`config.mk`:
```
export PLATFORM = sky130hd
export DESIGN_NAME = kernel_mac_seq
export DESIGN_NICKNAME = d
export VERILOG_FILES = /design/src/rtl/kernel_mac_seq.sv
export SDC_FILE = /design/constraint.sdc
export NUM_CORES = 1
export LEC_CHECK = 0
export CELL_PAD_IN_SITES_DETAIL_PLACEMENT = 1
export CELL_PAD_IN_SITES_GLOBAL_PLACEMENT = 1
export CORE_MARGIN = 5
export CORE_UTILIZATION = 41
export CTS_BUF_LIST = sky130_fd_sc_hd__clkbuf_8 sky130_fd_sc_hd__clkbuf_16
export DETAILED_ROUTE_END_ITERATION = 12
export GPL_TIMING_DRIVEN = 0
export PLACE_DENSITY_LB_ADDON = 0.1
export SLEW_MARGIN = 20
export SYNTH_ARGS = -nofsm -noshare
export SYNTH_HDL_FRONTEND = slang
export SYNTH_SLANG_ARGS = --single-unit
```
`constraint.sdc`:
```
create_clock -name i_clk -period 7.8 [get_ports i_clk]
set_clock_uncertainty 0.2 [all_clocks]
set_input_delay 1.95 -clock i_clk [delete_from_list [all_inputs] [get_ports i_clk]]
set_output_delay 1.95 -clock i_clk [all_outputs]
set_load 0.005 [all_outputs]
```
`src/rtl/kernel_mac_seq.sv`:
```
// kernel_mac_seq: sequential multiply-accumulate over one KERNEL_SIZE x KERNEL_SIZE
// pixel window. The window is latched on a start pulse. The engine then walks the
// kernel buffer read port, one weight per cycle, and accumulates signed-weight x
// unsigned-pixel products. The result is handed downstream with a valid/ready
// handshake.
module kernel_mac_seq #(
    parameter int KERNEL_SIZE       = 3,
    parameter int KERNEL_ADDR_WIDTH = 5,
    parameter int WEIGHT_WIDTH      = 8,
    parameter int PIXEL_WIDTH       = 8,
    parameter int ACC_WIDTH         = 20
) (
    input  logic                                              i_clk,
    input  logic                                              i_rst,
    input  logic                                              i_start,
    input  logic [KERNEL_SIZE*KERNEL_SIZE*PIXEL_WIDTH-1:0]    i_window,
    output logic [KERNEL_ADDR_WIDTH-1:0]                      o_kaddr,
    input  logic [WEIGHT_WIDTH-1:0]                           i_kdata,
    output logic                                              o_busy,
    output logic [ACC_WIDTH-1:0]                              o_result,
    output logic                                              o_valid,
    input  logic                                              i_ready
);

    localparam int N      = KERNEL_SIZE * KERNEL_SIZE;
    localparam int PROD_W = WEIGHT_WIDTH + PIXEL_WIDTH + 1;
    localparam int WIN_W  = N * PIXEL_WIDTH;
    localparam logic [KERNEL_ADDR_WIDTH-1:0] LAST_IDX = KERNEL_ADDR_WIDTH'(N - 1);

    typedef enum logic [1:0] {
        IDLE = 2'd0,
        RUN  = 2'd1,
        DONE = 2'd2
    } state_t;

    state_t                         state_q, state_d;
    logic [KERNEL_ADDR_WIDTH-1:0]   idx_q;
    logic [WIN_W-1:0]               win_q;
    logic signed [ACC_WIDTH-1:0]    acc_q;

    logic [PIXEL_WIDTH-1:0]         pix;
    logic signed [PROD_W-1:0]       prod;
    logic signed [ACC_WIDTH-1:0]    prod_ext;

    // State register; reset returns to IDLE from anywhere, discarding any partial sum.
    always_ff @(posedge i_clk) begin
        if (!i_rst) state_q <= IDLE;
        else        state_q <= state_d;
    end

    // Next-state logic. A start in RUN or DONE (including on the handshake edge) is dropped.
    always_comb begin
        state_d = state_q;
        case (state_q)
            IDLE:    if (i_start)            state_d = RUN;
            RUN:     if (idx_q == LAST_IDX)  state_d = DONE;
            DONE:    if (i_ready)            state_d = IDLE;
            default:                         state_d = IDLE;
        endcase
    end

    // Select the pixel that pairs with the current kernel address.
    always_comb begin
        pix = '0;
        for (int k = 0; k < N; k++) begin
            if (idx_q == KERNEL_ADDR_WIDTH'(k)) pix = win_q[k*PIXEL_WIDTH +: PIXEL_WIDTH];
        end
    end

    // The pixel is zero-extended into a signed operand. The product is exact at
    // PROD_W bits and is sign-extended before the wrapping add.
    always_comb begin
        prod     = PROD_W'($signed(i_kdata)) * PROD_W'($signed({1'b0, pix}));
        prod_ext = {{(ACC_WIDTH-PROD_W){prod[PROD_W-1]}}, prod};
    end

    // Datapath: latch the window on accept, then accumulate one tap per RUN cycle.
    always_ff @(posedge i_clk) begin
        if (!i_rst) begin
            idx_q <= '0;
            win_q <= '0;
            acc_q <= '0;
        end else begin
            case (state_q)
                IDLE: begin
                    if (i_start) begin
                        win_q <= i_window;
                        acc_q <= '0;
                        idx_q <= '0;
                    end
                end
                RUN: begin
                    acc_q <= acc_q + prod_ext;
                    idx_q <= idx_q + 1'b1;
                end
                default: ;
            endcase
        end
    end

    // The kernel address is parked at 0 outside RUN. The result is the raw accumulator.
    always_comb begin
        o_kaddr  = (state_q == RUN) ? idx_q : '0;
        o_busy   = (state_q != IDLE);
        o_valid  = (state_q == DONE);
        o_result = acc_q;
    end

endmodule

```
==> results of run 1 <==
==> Yosys cell counts (2+ instances only) <==
cell type  instances  share of area, %
o21ai_0           24               1.6
a31oi_1            6              0.51
inv_1             88               4.5
or3_1              4              0.34
nor3_1             2              0.14
or2_2              4              0.34
nor2b_1            4              0.34
nand4_1            5              0.43
ha_1              64                11
dfxtp_1           99                27
a21oi_1          129               8.8
and2_1            32               2.7
a211oi_1           3              0.31
o22ai_1           10              0.86
and3_1             3              0.26
o21ai_1            2              0.14
or2_1              2              0.17
buf_1              7              0.36
mux2i_1            2              0.27
clkbuf_1          30               1.5
o221ai_1           2              0.24
o21a_1             2              0.21
nand2_1          213                11
nand2b_1           9              0.77
o211ai_1           3              0.31
nor2_1            27               1.4
buf_2             10              0.68
a21boi_0           2              0.21
xnor2_1            5              0.60
o21bai_1           2              0.21
xor2_1             6              0.72
nand3_1           28               1.9
a32oi_1            2              0.24
a21o_1            10               1.0
a21oi_2            6              0.72
fa_1              51                14
a211o_1            2              0.24
nand3b_1           3              0.31
==> worst max path at each step <==
stage	start	endpoint	slack (ps)	depth (start not counted)
after floorplan	i_kdata[7]	o_result[17]	1230	15
after detailed placement	i_kdata[7]	o_result[19]	-100	16
after global routing	i_kdata[7]	o_result[19]	30	16
after global placement	i_kdata[7]	o_result[19]	-70	16
after CTS	i_kdata[7]	o_result[19]	260	16
final	i_kdata[7]	o_result[19]	310	16
==> logic make-up after synthesis <==
group,after synthesis,share of synthesized area (%)
xor gates and xnor gates,12,1.62
DFF,99,27.1
and+or+nand+nor,348,21.7
muxes,2,0.274
AOI/OAI and AO/OA,215,17.1
adders and majority gates,115,24.9
buffers and inverters,137,7.30
==> stage by stage <==
stage	utilization, %	cell area, um^2
floorplan	-	7320
global placement	49.8	8680
detailed placement	49.8	8680
CTS	51.9	9040
global route	51.9	9040
finish	51.9	9040
==> critical path, stage by stage <==
cell	delay, ps
clkdlybuf4s50_1	640
clkinv_1	350
or2_1	340
fa_1	510
fa_1	540
inv_1	60
fa_1	520
fa_1	590
fa_1	440
ha_1	350
o21ai_0	130
o21bai_1	270
o211ai_1	180
o21ai_0	280
a32oi_1	160
a311oi_1	250
==> where the power goes <==
| part | internal, mW | switching, mW | leakage [nW] | total, mW |
|---|---|---|---|---|
| Clock | 0.339 | 0.195 | 0.179 | 0.535 |
| Combinational | 0.405 | 0.495 | 2.90 | 0.901 |
| Sequential | 0.554 | 0.0458 | 0.811 | 0.599 |
| Total | 1.30 | 0.737 | 3.89 | 2.03 |
==> cell type report <==
type | count | area [um^2] | share of cell area [%]
multi-input cells | 692 | 4800 | 53.1
flip-flops and latches | 99 | 1980 | 21.9
repair buffers | 108 | 1080 | 12.0
inverters | 89 | 334 | 3.70
well taps | 225 | 282 | 3.11
clock buffers | 12 | 267 | 2.95
plain buffers | 48 | 200 | 2.21
clock inverters | 4 | 95.1 | 1.05
==> registers in the layout, indices dropped and copies added, names as in the netlist <==
| name | count |
|---|---|
| idx_q | 5 |
| o_result | 20 |
| state_q | 2 |
| win_q | 72 |
==> per-layer routing <==
| metal | vias up | GRT usage (%) |
|---|---|---|
| met4 | 0 | 4.16 |
| met1 | 3181 | 26.9 |
| li1 | 3301 | - |
| met5 | - | 0 |
| met2 | 75 | 39.6 |
| met3 | 14 | 2.60 |
==> flow_summary.ini, run 1 <==
[power_and_ir_drop]
peakVddDrop_mv = 0.0952
p_leak_nw = 3.89
p_total_mw = 2.03
cellPowerDensity_nw_per_um2 = 225

[place]
place_hpwl_um = 17900
preCtsSetupSlack_ps = -98.7
numPlacedInstances = 1261
gp_congestion = 0.828
portBuffers = 108

[synth]
ys_seq_area_share_pct = 27.1
synth_edf_count = 0
synth_seq_cells = 99
async_reset_ff_share_pct = 0
synth.net_count = 1127
syn-cell-area_um2 = 7320
post_synth.cell_area_avg_um2 = 7.88
ys.flop_type = dfxtp_1
synthCells = 928
ys_types = 63
yosysWarningCount = 0

[grt]
grt_pass1_wl_um = 35000
grt_overflow = 0
grt_max_degree = 16
grt_use_total_pct = 21.4
grt_pass1_vias = 6973
antenna_found_initial = 0

[setup_path]
endpoint_kind = flop
cp-start-kind = input port
cp.required_ps = 7870
crit_type = in -> reg
r2r-start = idx_q[0]
crit_arrival_ps = 7550
r2r-end = o_result[19]
worstRegToRegCells = 20
reg2reg_slack_ps = 750
crit_fanout = 8

[clock_network]
insertion_delay_ps = 350
cts-htree-levels = 3
cts_resized = 0
cts_inserted_buffers = 9
cts_tree = yes
clkSinkCount = 99
cts_setup_buffers = 0
ctsLongestPathBuffers = 2
hold_buffers = 0
clockRootBuffer = clkbuf_16
clk_pin_slew_ps = 70

[timing]
hold_ws_ps = 252
grt_setup_unrepaired = no
max_freq_mhz = 134
period_needed_ps = 7490
tns_ps = 0
relSlewSlack_pct = 45.8
fin_crit_sh_pct = 96.0
final_max_slew_viol_count = 0
fin_ws_ps = 312
worstMarginPinSlew_ps = 811
final_hold_viol_count = 0
setup_violations = 0

[run_status]
status = finished clean

[final_layout]
nFillCells = 2157
diodes = 0
layout_commonest_cell = nand2_1
instances_no_fill = 1277
num-nets-final = 1246
drive_above_1_share_pct = 4.18
area_growth_pct = 23.6
layout_common_cells = nand2_1, a21oi_1, clkdlybuf4s50_1

[routing]
wl_met2_um = 11000
routed_wl_um = 21700
drt_iter0_markers = 296
dr.pass1.iters = 4
wl_met1_um = 9900
vias = 6571
drt-vias-per-instance = 5.15
wl_per_cell_um = 17.0
routed.top_layer = met4
ant_nets = 0
wl_met3_um = 521
route.detailed.drc = 0

[floorplanning]
core-area_um2 = 17400
start_util_pct = 42.0
rows = 48
die_h_um = 144
dieArea_um2 = 20600
num_io_pins = 111
die_w_um = 144

[hold_path]
min_to = win_q[18]
hold_class = reg -> reg
min_from = win_q[18]
holdPathStages = 2

[flow_run]
cap_violations = 0
Note: power is estimated with default switching activity, not from simulation.
==> inputs of run 2 (changes only) <==
--- a/config.mk
+++ b/config.mk
@@ -5,6 +5,7 @@
 export SDC_FILE = /design/constraint.sdc
 export NUM_CORES = 1
 export LEC_CHECK = 0
+export CAP_MARGIN = 20
 export CELL_PAD_IN_SITES_DETAIL_PLACEMENT = 1
 export CELL_PAD_IN_SITES_GLOBAL_PLACEMENT = 1
 export CORE_MARGIN = 5
@@ -13,6 +14,7 @@
 export DETAILED_ROUTE_END_ITERATION = 12
 export GPL_TIMING_DRIVEN = 0
 export PLACE_DENSITY_LB_ADDON = 0.1
+export REMOVE_ABC_BUFFERS = 1
 export SLEW_MARGIN = 20
 export SYNTH_ARGS = -nofsm -noshare
 export SYNTH_HDL_FRONTEND = slang
==> run 2 against run 1 <==
Compared with the run above:
- core utilization is 0.52 points lower
- cell count is 2.9% lower
- global-route usage is 0.68 points lower
- via count is 1.8% lower
- final area is 1.0% lower
- hold slack better by 2.1 ps
- sequential power is 2% lower
- first-iteration DRC count is 17% lower
- maximum frequency is 2.9% higher
- critical endpoint unchanged
- sequential share of layout area is 0.22 points higher
==> flow_summary.ini, run 2 (synthesis results as in run 1) <==
[run_status]
status = finished clean

[timing]
period_needed_ps = 7280
tns_ps = 0
fin_ws_ps = 524
final_max_slew_viol_count = 0
fin_crit_sh_pct = 93.3
max_freq_mhz = 137
worstMarginPinSlew_ps = 898
relSlewSlack_pct = 40.1
grt_setup_unrepaired = no
final_hold_viol_count = 0
setup_violations = 0

[final_layout]
drive_above_1_share_pct = 4.83
instances_no_fill = 1240
layout_commonest_cell = nand2_1
largest_register_ff_count = 72
layout_common_cells = nand2_1, a21oi_1, clkdlybuf4s50_1
area_growth_pct = 22.3
diodes = 0
num-nets-final = 1209
final_util_pct = 51.4
top_register = win_q

[setup_path]
r2r-end = o_result[19]
cp_common_cell = fa_1
cp-start-kind = flop
crit_arrival_ps = 7340
crit_type = reg -> reg
crit_start = idx_q[1]
r2r-start = idx_q[1]
max_stage_delay_ps = 760
cp.required_ps = 7860
endpoint_kind = flop
crit_chain = inv_1 > ha_1 > nor2b_1 > nand3_1 > o21ai_0 > a31oi_1 > o21ai_1 > or2_1 > fa_1 > fa_1 > inv_1 > fa_1 > fa_1 > fa_1 > ha_1 > o21ai_0 > o21bai_1 > o211ai_1 > o21ai_0 > a32oi_1 > a311oi_1
reg2reg_slack_ps = 520
worstRegToRegCells = 21
slowest_stage = ha_1
crit_end = o_result[19]
crit_fanout = 23

[power_and_ir_drop]
peakVddDrop_mv = 0.139
p_leak_nw = 3.84
p_total_mw = 1.95
cellPowerDensity_nw_per_um2 = 218

[clock_network]
clk_pin_slew_ps = 70
ctsLongestPathBuffers = 2
insertion_delay_ps = 360
hold_buffers = 0
cts_resized = 0
cts_tree = yes
clkSinkCount = 99
clockRootBuffer = clkbuf_16
cts-htree-levels = 3
cts_inserted_buffers = 9
cts_setup_buffers = 0

[grt]
global_route.usage.met2_pct = 37.0
busiest_layer = met2
use_met3_pct = 2.36
grt_pass1_wl_um = 34300
grt_use_total_pct = 20.7
grt_pass1_vias = 6782
gr-usage-met1_pct = 27.1
antenna_found_initial = 0
grt_overflow = 0
grt_max_degree = 64

[floorplanning]
rows = 48
core-area_um2 = 17400
num_io_pins = 111
die_w_um = 144
die_h_um = 144
start_util_pct = 42.0
dieArea_um2 = 20600

[routing]
routed_wl_um = 20600
route.detailed.drc = 0
drt-vias-per-instance = 5.21
ant_nets = 0
drt_iter0_markers = 245
vias = 6455
dr.pass1.iters = 4
wl_per_cell_um = 16.6

[place]
preCtsSetupSlack_ps = -195
gp_congestion = 0.827
numPlacedInstances = 1224
portBuffers = 110
place_hpwl_um = 15700

[hold_path]
hold_class = reg -> reg

[flow_run]
cap_violations = 0
run 2: cell types whose count changed in the layout (fill, tap and decap cells not counted), moves of 2 or more:
cell and delta:
buf_2 -10, buf_16 +2, clkbuf_1 -30, buf_4 +5
bufinv_16 -2, inv_6 +3, clkbuf_8 -3, buf_1 -7
clkinvlp_4 +3
run 2: worst min path at each step:
| stage | startpoint | end | slack [ps] | cells past startpoint |
|---|---|---|---|---|
| final | win_q[16] | win_q[16] | 250 | 2 |
| after global routing | win_q[10] | win_q[10] | 280 | 2 |
| after CTS | win_q[16] | win_q[16] | 260 | 2 |
| after detailed placement | win_q[16] | win_q[16] | 250 | 2 |
| after global placement | win_q[23] | win_q[23] | 240 | 2 |
| after floorplan | win_q[16] | win_q[16] | 230 | 2 |
run 2: critical path, delay by kind of cell (launching register included):
family / cells / cell delay (ps)
AOI/OAI and AO/OA: 9 / 1940
buffers and inverters: 2 / 180
DFF: 1 / 360
adders and majority gates: 7 / 3700
and+or+nand+nor: 3 / 780
run 2: layout make-up:
class | count | area [um^2]
Timing Repair Buffer | 119 | 1220
Multi-Input combinational cell | 692 | 4830
Tap cell | 225 | 282
Clock buffer | 9 | 225
Fill cell | 2116 | 8470
Clock inverter | 7 | 75.1
Sequential cell | 99 | 1980
Inverter | 89 | 340
run 2: per-stage QoR:
step / area (um^2) / hold WS [ps]
6_report: 8950 / 254
5_1_grt: 8950 / 279
4_1_cts: 8940 / 257
3_5_place_dp: 8640 / 247
3_3_place_gp: 8500 / 238
2_1_floorplan: 7120 / 231
run 2: routing by layer:
layer | vias up | part of all wire (%)
met5 | - | 0
met4 | 0 | 0.89
met3 | 12 | 2.7
met2 | 70 | 51
met1 | 3139 | 46
li1 | 3234 | -
run 2: where the power goes:
| part | total, mW | internal (mW) | leakage, nW | switching (mW) |
|---|---|---|---|---|
| registers | 0.590 | 0.553 | 0.811 | 0.0371 |
| logic | 0.885 | 0.402 | 2.89 | 0.483 |
| clock network | 0.475 | 0.252 | 0.144 | 0.224 |
==> inputs of run 3 (changes only) <==
--- a/config.mk
+++ b/config.mk
@@ -11,6 +11,7 @@
 export CORE_MARGIN = 5
 export CORE_UTILIZATION = 41
 export CTS_BUF_LIST = sky130_fd_sc_hd__clkbuf_8 sky130_fd_sc_hd__clkbuf_16
+export CTS_CLUSTER_DIAMETER = 40
 export DETAILED_ROUTE_END_ITERATION = 12
 export GPL_TIMING_DRIVEN = 0
 export PLACE_DENSITY_LB_ADDON = 0.1
@@ -19,3 +20,4 @@
 export SYNTH_ARGS = -nofsm -noshare
 export SYNTH_HDL_FRONTEND = slang
 export SYNTH_SLANG_ARGS = --single-unit
+export TNS_END_PERCENT = 5
==> results of run 3 <==
The final DEF is identical to that of run 2; final timing and power are the same.
